[src/rtl/fxp_pkg.sv]
// ============================================================================
// Module      : fxp_pkg
// Description : Shared Q8.8 fixed-point constants, types and literal helpers.
// Revision    : 1.0 - initial release
// ============================================================================
`default_nettype none

package fxp_pkg;

    localparam int Q88_WIDTH = 16;
    localparam int Q88_FRAC  = 8;

    typedef logic signed [Q88_WIDTH-1:0] q88_t;

    localparam q88_t Q88_ZERO    = 16'sh0000;
    localparam q88_t Q88_ONE     = 16'sh0100;
    localparam q88_t Q88_HALF    = 16'sh0080;
    localparam q88_t Q88_QUARTER = 16'sh0040;
    localparam q88_t Q88_MAX     = 16'sh7FFF;
    localparam q88_t Q88_MIN     = 16'sh8000;

    // Integer part only; the caller keeps the value within -128..127.
    function automatic q88_t q88_from_int(input logic signed [7:0] i_val);
        return {i_val, 8'h00};
    endfunction

endpackage

`default_nettype wire

[src/rtl/bw_pp_array.sv]
// ============================================================================
// Module      : bw_pp_array
// Description : Combinational Baugh-Wooley signed multiplier, WIDTH x WIDTH.
// Revision    : 1.0 - initial release
// ============================================================================
`default_nettype none

module bw_pp_array
    import fxp_pkg::*;
#(
    parameter int WIDTH = Q88_WIDTH
) (
    input  logic [WIDTH-1:0]   a,
    input  logic [WIDTH-1:0]   b,
    output logic [2*WIDTH-1:0] o_full
);

    localparam logic [2*WIDTH-1:0] c_CORRECTION =
        (2*WIDTH)'(1) << WIDTH | (2*WIDTH)'(1) << (2*WIDTH-1);

    logic [WIDTH-1:0]   w_pp   [WIDTH];
    logic [2*WIDTH-1:0] w_rows [WIDTH];

    // Terms mixing exactly one sign bit carry negative weight, hence inverted.
    for (genvar gi = 0; gi < WIDTH; gi++) begin : g_row
        for (genvar gj = 0; gj < WIDTH; gj++) begin : g_col
            if ((gi == WIDTH-1) != (gj == WIDTH-1)) begin : g_inv
                assign w_pp[gi][gj] = ~(a[gj] & b[gi]);
            end else begin : g_pos
                assign w_pp[gi][gj] = a[gj] & b[gi];
            end
        end
        assign w_rows[gi] = {{WIDTH{1'b0}}, w_pp[gi]} << gi;
    end

    always_comb begin
        o_full = c_CORRECTION;
        for (int i = 0; i < WIDTH; i++) begin
            o_full = o_full + w_rows[i];
        end
    end

endmodule

`default_nettype wire

[src/rtl/bw_mul_q88.sv]
// ============================================================================
// Module      : bw_mul_q88
// Description : Pipelined Q8.8 signed multiplier, truncating, wrapping, 1 cycle.
// Revision    : 1.0 - initial release
// ============================================================================
`default_nettype none

module bw_mul_q88
    import fxp_pkg::*;
#(
    parameter int WIDTH = Q88_WIDTH,
    parameter int FRAC  = Q88_FRAC
) (
    input  logic             CLK,
    input  logic             RST,
    input  logic             in_valid,
    input  logic [WIDTH-1:0] a,
    input  logic [WIDTH-1:0] b,
    output logic             out_valid,
    output logic [WIDTH-1:0] p
);

    logic [2*WIDTH-1:0] w_full;
    logic [WIDTH-1:0]   w_slice;
    logic               w_unused_bits;
    logic [WIDTH-1:0]   r_p;
    logic               r_valid;

    bw_pp_array #(
        .WIDTH (WIDTH)
    ) u_pp_array (
        .a      (a),
        .b      (b),
        .o_full (w_full)
    );

    // Dropping the low bits floors toward -inf; dropping the high bits wraps.
    assign w_slice       = w_full[WIDTH+FRAC-1:FRAC];
    assign w_unused_bits = ^{w_full[2*WIDTH-1:WIDTH+FRAC], w_full[FRAC-1:0]};

    always_ff @(posedge CLK or posedge RST) begin
        if (RST) begin
            r_p     <= '0;
            r_valid <= 1'b0;
        end else begin
            r_valid <= in_valid;
            if (in_valid) begin
                r_p <= w_slice;
            end
        end
    end

    assign p         = r_p;
    assign out_valid = r_valid;

endmodule

`default_nettype wire

[config.mk]
export PLATFORM = sky130hd
export DESIGN_NAME = bw_mul_q88
export DESIGN_NICKNAME = d
export VERILOG_FILES = /design/src/rtl/fxp_pkg.sv /design/src/rtl/bw_pp_array.sv /design/src/rtl/bw_mul_q88.sv
export SDC_FILE = /design/constraint.sdc
export NUM_CORES = 1
export LEC_CHECK = 0
export ABC_AREA = 1
export BUFFER_PORTS_ARGS = -buffer_cell sky130_fd_sc_hd__buf_4
export CORE_MARGIN = 4
export CORE_UTILIZATION = 55
export CTS_BUF_LIST = sky130_fd_sc_hd__clkbuf_8
export DETAILED_ROUTE_END_ITERATION = 7
export PLACE_DENSITY_LB_ADDON = 0.2
export SYNTH_ARGS = -nofsm -noshare
export SYNTH_HDL_FRONTEND = slang
export SYNTH_SLANG_ARGS = --single-unit
[constraint.sdc]
create_clock -name CLK -period 0.94 [get_ports CLK]
set_input_delay 0.282 -clock CLK [delete_from_list [all_inputs] [get_ports CLK]]
set_output_delay 0.282 -clock CLK [all_outputs]
set_load 0.01 [all_outputs]
==> metrics.yaml, run 1 <==
finalMaxSlewViolations: 0
setup.worst_path.end_class: "register"
htree_levels: 1
root_buffer: "clkbuf_8"
final_cell_mix: "inv_1, nand2_1, fa_1"
num_io_pins: 52
status: "finished with violations"
insertion_delay_ns: 0.25
area_growth_pct: 37.3
clkSinkCount: 17
hold_viol: 0
synth_seq_area_share_pct: 5.45
port_buffers: 51
tightest_slew_ns: 0.238
dr_total_vias: 6889
yosys.area_share.simple_pct: 20.2
start_util_pct: 56.2
core_area_um2: 13900
die-area_um2: 16200
critPathLaunchType: "input port"
drc: 0
violations: "negative setup slack"
cts_tree: "yes"
overflow: 0
wl_per_cell_um: 15.0
drive_gt1_share_pct: 31.8
ys_top_cells_by_area: "fa_1, nand2_1, inv_1, ha_1, dfrtp_1"
worstSetupPathType: "in -> reg"
dp_hpwl_mm: 16.0
relSlewSlack_pct: 84.0
timing.final.ws_setup_ns: -3.69
netlist_instances: 1036
synth_cell_types: 35
die_width_um: 127
min_period_ns: 4.63
clkTransAtPathRegs_ns: 0.06
n_antenna_cell: 0
synth_top_area_cell: "fa_1"
synth_area_um2: 7810
required_ns: 1.08
fp-row-count: 43
nets: 1456
hold_class: "in -> async"
avgSynthCellArea_um2: 7.54
critPathArrivalTime_ns: 4.77
routabilityCongestion: 0.879
grt_pass1_vias: 7282
grt_pass1_wl_mm: 33.6
grt_util_all_layers_pct: 25.9
vias_per_cell: 5.01
yosys.area_share.xor_xnor_pct: 0.897
grt_max_degree: 18
rsz0062_at_grt: "true"
post-synth-top-area-fraction_pct: 44.1
fillers: 937
cts_buffer_depth: 2
setup_viol: 33
post-route-period-util_pct: 493
synth.area.mux_share_pct: 0
fmax_ghz: 0.216
drv_cap: 0
synth_top_family_by_area: "adder cells"
synth_compound_area_share_pct: 2.92
layout_commonest_cell: "inv_1"
drt-initial-drc-count: 323
synth_nets: 1296
die_h_um: 127
synth_seq_cells: 17
final_antenna_net_count: 0
drtPass1Iterations: 5
crit_fanout: 11
r2r_cells: 4
cts_made_buffers: 3
synthAdderAreaFrac_pct: 52.6
yosys_warnings: 0
finalClockSkew_ns: 0
hold_ws_ns: 0.0351
antenna_found_initial: 0
routed_wl_mm: 20.6
## per-layer routing
layer	routed length, um	track usage (%)	up-vias
met4	955	9.53	0
met3	890	2.26	69
met1	7480	30.2	3385
met5	0	0	-
met2	11300	49.3	204
li1	-	-	3231
## through the flow
stage	area (um2)	utilization, %	std cells	TNS (ns)	setup WS [ns]
final	10700	77.2	1375	-57.77	-3.69
after global routing	10700	77.2	1375	-60.49	-3.89
after CTS	10400	74.6	1358	-56.67	-3.64
after detailed placement	9430	67.9	1327	-60.28	-3.98
after global placement	9430	67.9	1327	-59.70	-3.95
after floorplan	8470	-	1036	-56.21	-3.79
## what timing repair did
item,CTS,global route
pin swaps,63,60
setup endpoints to repair,33,33
cloned,4,2
gates resized for setup,169,63
endpoints found under the hold margin,0,0
setup buffers,24,15
hold buffers,0,0
## critical path, stage by stage
cell	delay [ns]
buf_8	0.12
buf_4	0.12
nand2_1	0.07
fa_1	0.45
fa_1	0.62
fa_1	0.49
fa_1	0.52
fa_1	0.43
fa_1	0.51
inv_2	0.05
ha_4	0.24
buf_12	0.13
nand2_8	0.08
buf_4	0.11
nor2_1	0.04
a211oi_2	0.22
nand3_1	0.11
nand3_1	0.10
nand2_1	0.08
## layout make-up
type	count	area, um2	area share, %
Sequential cell	17	425	3.97
Multi-Input combinational cell	659	6710	62.6
Clock inverter	1	3.75	0.0350
Clock buffer	3	41.3	0.385
Tap cell	180	225	2.10
Inverter	305	1150	10.7
Timing Repair Buffer	210	2160	20.2
## worst paths after layout
path / from / end / slack [ns]
max reg2reg: p[2]$_DFFE_PP0P_ / p[2]$_DFFE_PP0P_ / 0.06
max in group asynchronous: RST / p[3]$_DFFE_PP0P_ / 0.72
min in group CLK: in_valid / out_valid$_DFF_PP0_ / 0.28
max: a[6] / p[12]$_DFFE_PP0P_ / -3.69
min reg2reg: p[8]$_DFFE_PP0P_ / p[8]$_DFFE_PP0P_ / 0.51
min: RST / p[12]$_DFFE_PP0P_ / 0.04
## cell families (layout without fill, tap and decap cells)
logic type,after synthesis,in the layout
buffers and inverters,360,519
adders and majority gates,225,225
AOI/OAI and AO/OA,37,37
DFF,17,17
xor gates and xnor gates,8,8
and+or+nand+nor,389,389
## cell usage after synthesis
master	instances
a211oi_1	1
a21oi_1	9
a21oi_2	1
a221oi_1	1
a31oi_1	6
and2_1	1
and3_1	1
buf_2	2
buf_4	10
buf_6	1
clkbuf_1	42
dfrtp_1	17
fa_1	172
ha_1	53
inv_1	302
inv_2	3
nand2_1	316
nand2_2	9
nand2_4	2
nand3_1	33
nand3_2	1
nand3b_1	1
nand4_1	4
nor2_1	16
nor2_4	1
nor3_1	2
nor4_1	1
o211ai_2	1
o21ai_0	5
o21ai_1	7
o21ai_2	2
o21bai_1	4
or2_2	1
xnor2_1	4
xor2_1	4
## state kept, by name, summed over array words and instances (netlist names)
| name | count |
|---|---|
| out_valid | 1 |
| p | 16 |
Power of run 1 is not shown: default switching activity piles up to over one toggle a cycle in this logic, so the estimate is an artifact.
==> run 2: changes to the inputs <==
--- a/config.mk
+++ b/config.mk
@@ -7,6 +7,7 @@
 export LEC_CHECK = 0
 export ABC_AREA = 1
 export BUFFER_PORTS_ARGS = -buffer_cell sky130_fd_sc_hd__buf_4
+export CORE_ASPECT_RATIO = 0.8
 export CORE_MARGIN = 4
 export CORE_UTILIZATION = 55
 export CTS_BUF_LIST = sky130_fd_sc_hd__clkbuf_8
==> run 2 against run 1 <==
  * The flow still finishes with violations (negative setup slack)
  * Fmax shrank 1.8%
  * Via count grew 2.2%
  * Die area is essentially flat
  * Critical endpoint is now p[13]$_DFFE_PP0P_
  * Largest cell class unchanged
==> metrics.yaml, run 2 (synthesized netlist as in run 1, its figures left out) <==
status: "finished with violations"  # unchanged
violations: "negative setup slack"  # unchanged
dp_hpwl_mm: 16.5  # was 16.0 mm
die_h_um: 115  # was 127 um
clkTransAtPathRegs_ns: 0.06  # about the same
hold_ws_ns: 0.0435  # was 0.0351 ns
port_buffers: 51  # unchanged
finalMaxSlewViolations: 0  # unchanged
required_ns: 1.08  # about the same
area_growth_pct: 38.3  # was 37.3%
grt_max_degree: 18  # unchanged
dr_total_vias: 7044  # was 6,889
drv_cap: 0  # unchanged
min_period_ns: 4.72  # was 4.63 ns
met1_usage_pct: 39.3  # was 30.2%
drive_gt1_share_pct: 33.5  # was 31.8%
globalRouteMet2Util_pct: 43.2  # was 49.3%
critPathCapture: "p[13]$_DFFE_PP0P_"  # was p[12]$_DFFE_PP0P_
layout_commonest_cell: "inv_1"  # unchanged
hold_buffers: 0  # unchanged
final_antenna_net_count: 0  # unchanged
grt_use_met3_pct: 5.80  # was 2.26%
fp-row-count: 38  # was 43
insertion_delay_ns: 0.25  # about the same
startpoint: "b[13]"  # was a[6]
overflow: 0  # unchanged
critPathLaunchType: "input port"  # unchanged
die_width_um: 141  # was 127 um
r2r_start: "p[9]$_DFFE_PP0P_"  # was p[2]$_DFFE_PP0P_
worstSetupPathType: "in -> reg"  # unchanged
cpPeakStageDelay_ns: 0.62  # about the same
setup_viol: 33  # unchanged
grt_pass1_vias: 7172  # was 7,282
root_buffer: "clkbuf_8"  # unchanged
cts_buffer_depth: 2  # unchanged
finalClockSkew_ns: 0  # unchanged
wl_per_cell_um: 17.0  # was 15.0 um
drt-initial-drc-count: 589  # was 323
rsz0062_at_grt: "true"  # unchanged
crit_fanout: 8  # was 11
final_cell_mix: "inv_1, nand2_1, fa_1"  # unchanged
post-route-period-util_pct: 502  # was 493%
r2r_setup_slack_ns: 0.05  # was 0.06 ns
hold_class: "in -> async"  # unchanged
antenna_found_initial: 0  # unchanged
setup.worst_path.end_class: "register"  # unchanged
top_usage_layer: "met2"  # unchanged
relSlewSlack_pct: 81.3  # was 84.0%
grt_pass1_wl_mm: 35.3  # was 33.6 mm
n_antenna_cell: 0  # unchanged
core_area_um2: 13700  # was 13,900 um2
grt_util_all_layers_pct: 27.3  # was 25.9%
cp_cell_sequence: "buf_12, nand2_1, inv_2, fa_1, fa_1, fa_1, fa_1, fa_1, fa_1, ha_4, nand2_2, nand2_2, o21bai_4, a221oi_2, nand3_1, nand3_1, nand2_1"  # was buf_8, buf_4, nand2_1, fa_1, fa_1, fa_1, fa_1, fa_1, fa_1, inv_2, ha_4, buf_12, nand2_8, buf_4, nor2_1, a211oi_2, nand3_1, nand3_1, nand2_1
tns_ns: -58.65  # was -57.77 ns
die-area_um2: 16200  # about the same
clkSinkCount: 17  # unchanged
slowest_stage: "fa_1"  # unchanged
tightest_slew_ns: 0.280  # was 0.238 ns
routabilityCongestion: 0.876  # was 0.879
drc: 0  # unchanged
dp_worst_setup_slack_ns: -4.03  # was -3.98 ns
htree_levels: 1  # unchanged
cts_tree: "yes"  # unchanged
drtPass1Iterations: 5  # unchanged
num_io_pins: 52  # unchanged
critical_path.most_common_cell: "fa_1"  # unchanged
largest_reg_flops: 16  # unchanged
vias_per_cell: 5.14  # was 5.01
r2r_cells: 4  # unchanged
nets: 1451  # was 1,456
timing.final.ws_setup_ns: -3.78  # was -3.69 ns
cts_made_buffers: 3  # unchanged
hold_viol: 0  # unchanged
critPathArrivalTime_ns: 4.86  # was 4.77 ns
routed_wl_mm: 23.2  # was 20.6 mm
fmax_ghz: 0.212  # was 0.216 GHz
start_util_pct: 56.8  # was 56.2%
rr_endpoint: "p[9]$_DFFE_PP0P_"  # was p[2]$_DFFE_PP0P_
final_core_util_pct: 78.6  # was 77.2%
-- run 2: repair_timing --
action,CTS,global route
endpoints found under the hold margin,0,0
pin swaps,82,79
setup buffers,20,24
setup endpoints to repair,33,33
gates cloned,2,1
resized for setup,186,83
-- run 2: layout make-up --
class                           count  area (um2)
Clock buffer                        3        41.3
Clock inverter                      1        3.75
Fill cell                         826        2940
Inverter                          305        1140
Multi-Input combinational cell    659        6880
Sequential cell                    17         425
Tap cell                          180         225
Timing Repair Buffer              205        2080
-- run 2: how the worst min path moves through the flow --
stage               start                  end  slack [ns]
global route          RST    p[12]$_DFFE_PP0P_        0.06
CTS                   RST    p[12]$_DFFE_PP0P_        0.04
global placement      RST    p[12]$_DFFE_PP0P_        0.31
floorplan             RST  out_valid$_DFF_PP0_        0.21
finish                RST    p[12]$_DFFE_PP0P_        0.04
detailed placement    RST    p[12]$_DFFE_PP0P_        0.31
-- run 2: per-stage QoR --
stage / std cells / instance area [um2]
floorplan: 1036 / 8470
global placement: 1320 / 9330
detailed placement: 1320 / 9330
CTS: 1346 / 10300
global route: 1370 / 10800
finish: 1370 / 10800
-- run 2: per-layer routing --
metal / share of wire [%] / vias to the layer above
li1: - / 3224
met1: 40 / 3439
met2: 47 / 314
met3: 9.1 / 67
met4: 3.3 / 0
met5: 0 / -
-- run 2: critical path, delay by kind of cell --
kind / cells / cell delay, ns
simple gates: 6 / 0.51
fa+ha+maj: 7 / 3.43
compound gates: 2 / 0.48
buf+inv: 2 / 0.15
Power of run 2 is left out for the same reason.
==> run 3: changes to the inputs <==
--- a/config.mk
+++ b/config.mk
@@ -13,6 +13,7 @@
 export CTS_BUF_LIST = sky130_fd_sc_hd__clkbuf_8
 export DETAILED_ROUTE_END_ITERATION = 7
 export PLACE_DENSITY_LB_ADDON = 0.2
+export REMOVE_ABC_BUFFERS = 1
 export SYNTH_ARGS = -nofsm -noshare
 export SYNTH_HDL_FRONTEND = slang
 export SYNTH_SLANG_ARGS = --single-unit
==> run 3 against run 2 <==
  * Routed wire length decreased by 2.5%
  * Final cell count shrank 1.0%
  * Highest routed layer unchanged
  * Sequential share of layout area hardly changed
  * The flow still finishes with violations (negative setup slack)
  * Hold slack better by 0.0039 ns
==> metrics.yaml, run 3 (synthesized netlist as in run 1, its figures left out) <==
status: "finished with violations"  # unchanged
violations: "negative setup slack"  # unchanged
final_cell_mix: "nand2_1, inv_1, fa_1"  # was inv_1, nand2_1, fa_1
wl_per_cell_um: 16.7  # was 17.0 um
drtPass1Iterations: 5  # unchanged
wl_met3_mm: 1.31  # was 2.13 mm
wl_met1_mm: 8.55  # was 9.38 mm
place_area_um2: 9060  # was 9330 um2
drc: 0  # unchanged
hold_class: "in -> async"  # unchanged
crit_fanout: 7  # was 8
vias_per_cell: 5.21  # was 5.14
hold_ws_ns: 0.0475  # was 0.0435 ns
overflow: 0  # unchanged
die_h_um: 115  # unchanged
htree_levels: 1  # unchanged
min_period_ns: 4.71  # was 4.72 ns
required_ns: 1.08  # about the same
n_antenna_cell: 0  # unchanged
cpPeakStageDelay_ns: 0.59  # was 0.62 ns
dp_worst_setup_slack_ns: -4.09  # was -4.03 ns
grt_max_degree: 18  # unchanged
antenna_found_initial: 0  # unchanged
port_buffers: 51  # unchanged
drive_gt1_share_pct: 31.4  # was 33.5%
fmax_ghz: 0.213  # was 0.212 GHz
layout_commonest_cell: "nand2_1"  # was inv_1
hold_buffers: 0  # unchanged
final_antenna_net_count: 0  # unchanged
critPathLaunchType: "input port"  # unchanged
r2r_start: "p[14]$_DFFE_PP0P_"  # was p[9]$_DFFE_PP0P_
nets: 1437  # was 1,451
cts_tree: "yes"  # unchanged
routed_wl_mm: 22.7  # was 23.2 mm
die_width_um: 141  # unchanged
critPathArrivalTime_ns: 4.85  # was 4.86 ns
root_buffer: "clkbuf_8"  # unchanged
start_util_pct: 56.8  # unchanged
slowest_stage: "fa_1"  # unchanged
grt_pass1_vias: 7520  # was 7,172
cp_cell_sequence: "buf_6, nand2_2, fa_1, inv_1, fa_1, fa_1, fa_1, fa_1, fa_1, ha_4, nand2_2, nand2_2, o21bai_4, a221oi_2, nand3_1, nand3_1, nand2_1"  # was buf_12, nand2_1, inv_2, fa_1, fa_1, fa_1, fa_1, fa_1, fa_1, ha_4, nand2_2, nand2_2, o21bai_4, a221oi_2, nand3_1, nand3_1, nand2_1
clkSinkCount: 17  # unchanged
rsz0062_at_grt: "true"  # unchanged
cts_made_buffers: 3  # unchanged
cts_buffer_depth: 2  # unchanged
area_growth_pct: 36.9  # was 38.3%
finalClockSkew_ns: 0  # unchanged
startpoint: "a[13]"  # was b[13]
clkTransAtPathRegs_ns: 0.07  # was 0.06 ns
wl_met2_mm: 11.8  # was 11.0 mm
num_io_pins: 52  # unchanged
routabilityCongestion: 0.911  # was 0.876
largest_reg_flops: 16  # unchanged
dp_hpwl_mm: 15.4  # was 16.5 mm
setup.worst_path.end_class: "register"  # unchanged
worstSetupPathType: "in -> reg"  # unchanged
dr_total_vias: 7068  # was 7,044
drt-initial-drc-count: 469  # was 589
die-area_um2: 16200  # unchanged
top_layer: "met4"  # unchanged
relSlewSlack_pct: 76.4  # was 81.3%
fp-row-count: 38  # unchanged
tightest_slew_ns: 0.354  # was 0.280 ns
r2r_setup_slack_ns: 0.09  # was 0.05 ns
post-route-period-util_pct: 501  # was 502%
timing.final.ws_setup_ns: -3.77  # was -3.78 ns
finalMaxSlewViolations: 0  # unchanged
insertion_delay_ns: 0.25  # about the same
hold_viol: 0  # unchanged
grt_util_all_layers_pct: 27.0  # was 27.3%
core_area_um2: 13700  # unchanged
setup_viol: 33  # unchanged
design_area_um2: 10700  # was 10,800 um2
grt_pass1_wl_mm: 35.0  # was 35.3 mm
critical_path.most_common_cell: "fa_1"  # unchanged
drv_cap: 0  # unchanged
## run 3: repair_timing
action                                  4_1_cts  5_1_grt
pin swaps                                    86       90
gates resized for setup                     207      117
setup buffers                                10       21
cloned                                        3        0
endpoints found under the setup margin       33       33
## run 3: final timing paths
check,endpoint,cells past startpoint
max,p[13]$_DFFE_PP0P_,17
min,p[8]$_DFFE_PP0P_,3
max reg2reg,p[14]$_DFFE_PP0P_,4
min reg2reg,p[0]$_DFFE_PP0P_,2
max in group asynchronous,p[3]$_DFFE_PP0P_,3
min in group CLK,out_valid$_DFF_PP0_,1
## run 3: cell type report
| type | instances | area (um2) |
|---|---|---|
| multi-input cells | 659 | 6820 |
| well taps | 180 | 225 |
| repair buffers | 191 | 2020 |
| fillers | 869 | 3050 |
| clock buffers | 3 | 41.3 |
| clock inverters | 1 | 3.75 |
| inverters | 305 | 1150 |
| flip-flops and latches | 17 | 425 |
## run 3: routing by layer
metal	vias to the layer above	track usage [%]
met2	275	49.2
met1	3509	33.6
met3	86	3.88
met4	0	7.49
met5	-	0
li1	3198	-
## run 3: metrics by stage
| step | cells | util (%) | TNS [ns] |
|---|---|---|---|
| floorplan | 981 | - | -54.20 |
| global placement | 1322 | 66.0 | -61.55 |
| detailed placement | 1322 | 66.0 | -62.25 |
| CTS | 1339 | 74.1 | -56.77 |
| global route | 1356 | 77.8 | -60.94 |
| finish | 1356 | 77.8 | -58.56 |
## run 3: critical path: cells and delay by family
| family | cells | cell delay [ns] |
|---|---|---|
| AO/OA/AOI/OAI | 2 | 0.52 |
| adder cells (fa/ha/maj) | 7 | 3.35 |
| buffers and inverters | 2 | 0.17 |
| AND/OR/NAND/NOR | 6 | 0.50 |
Power of run 3 is left out for the same reason.
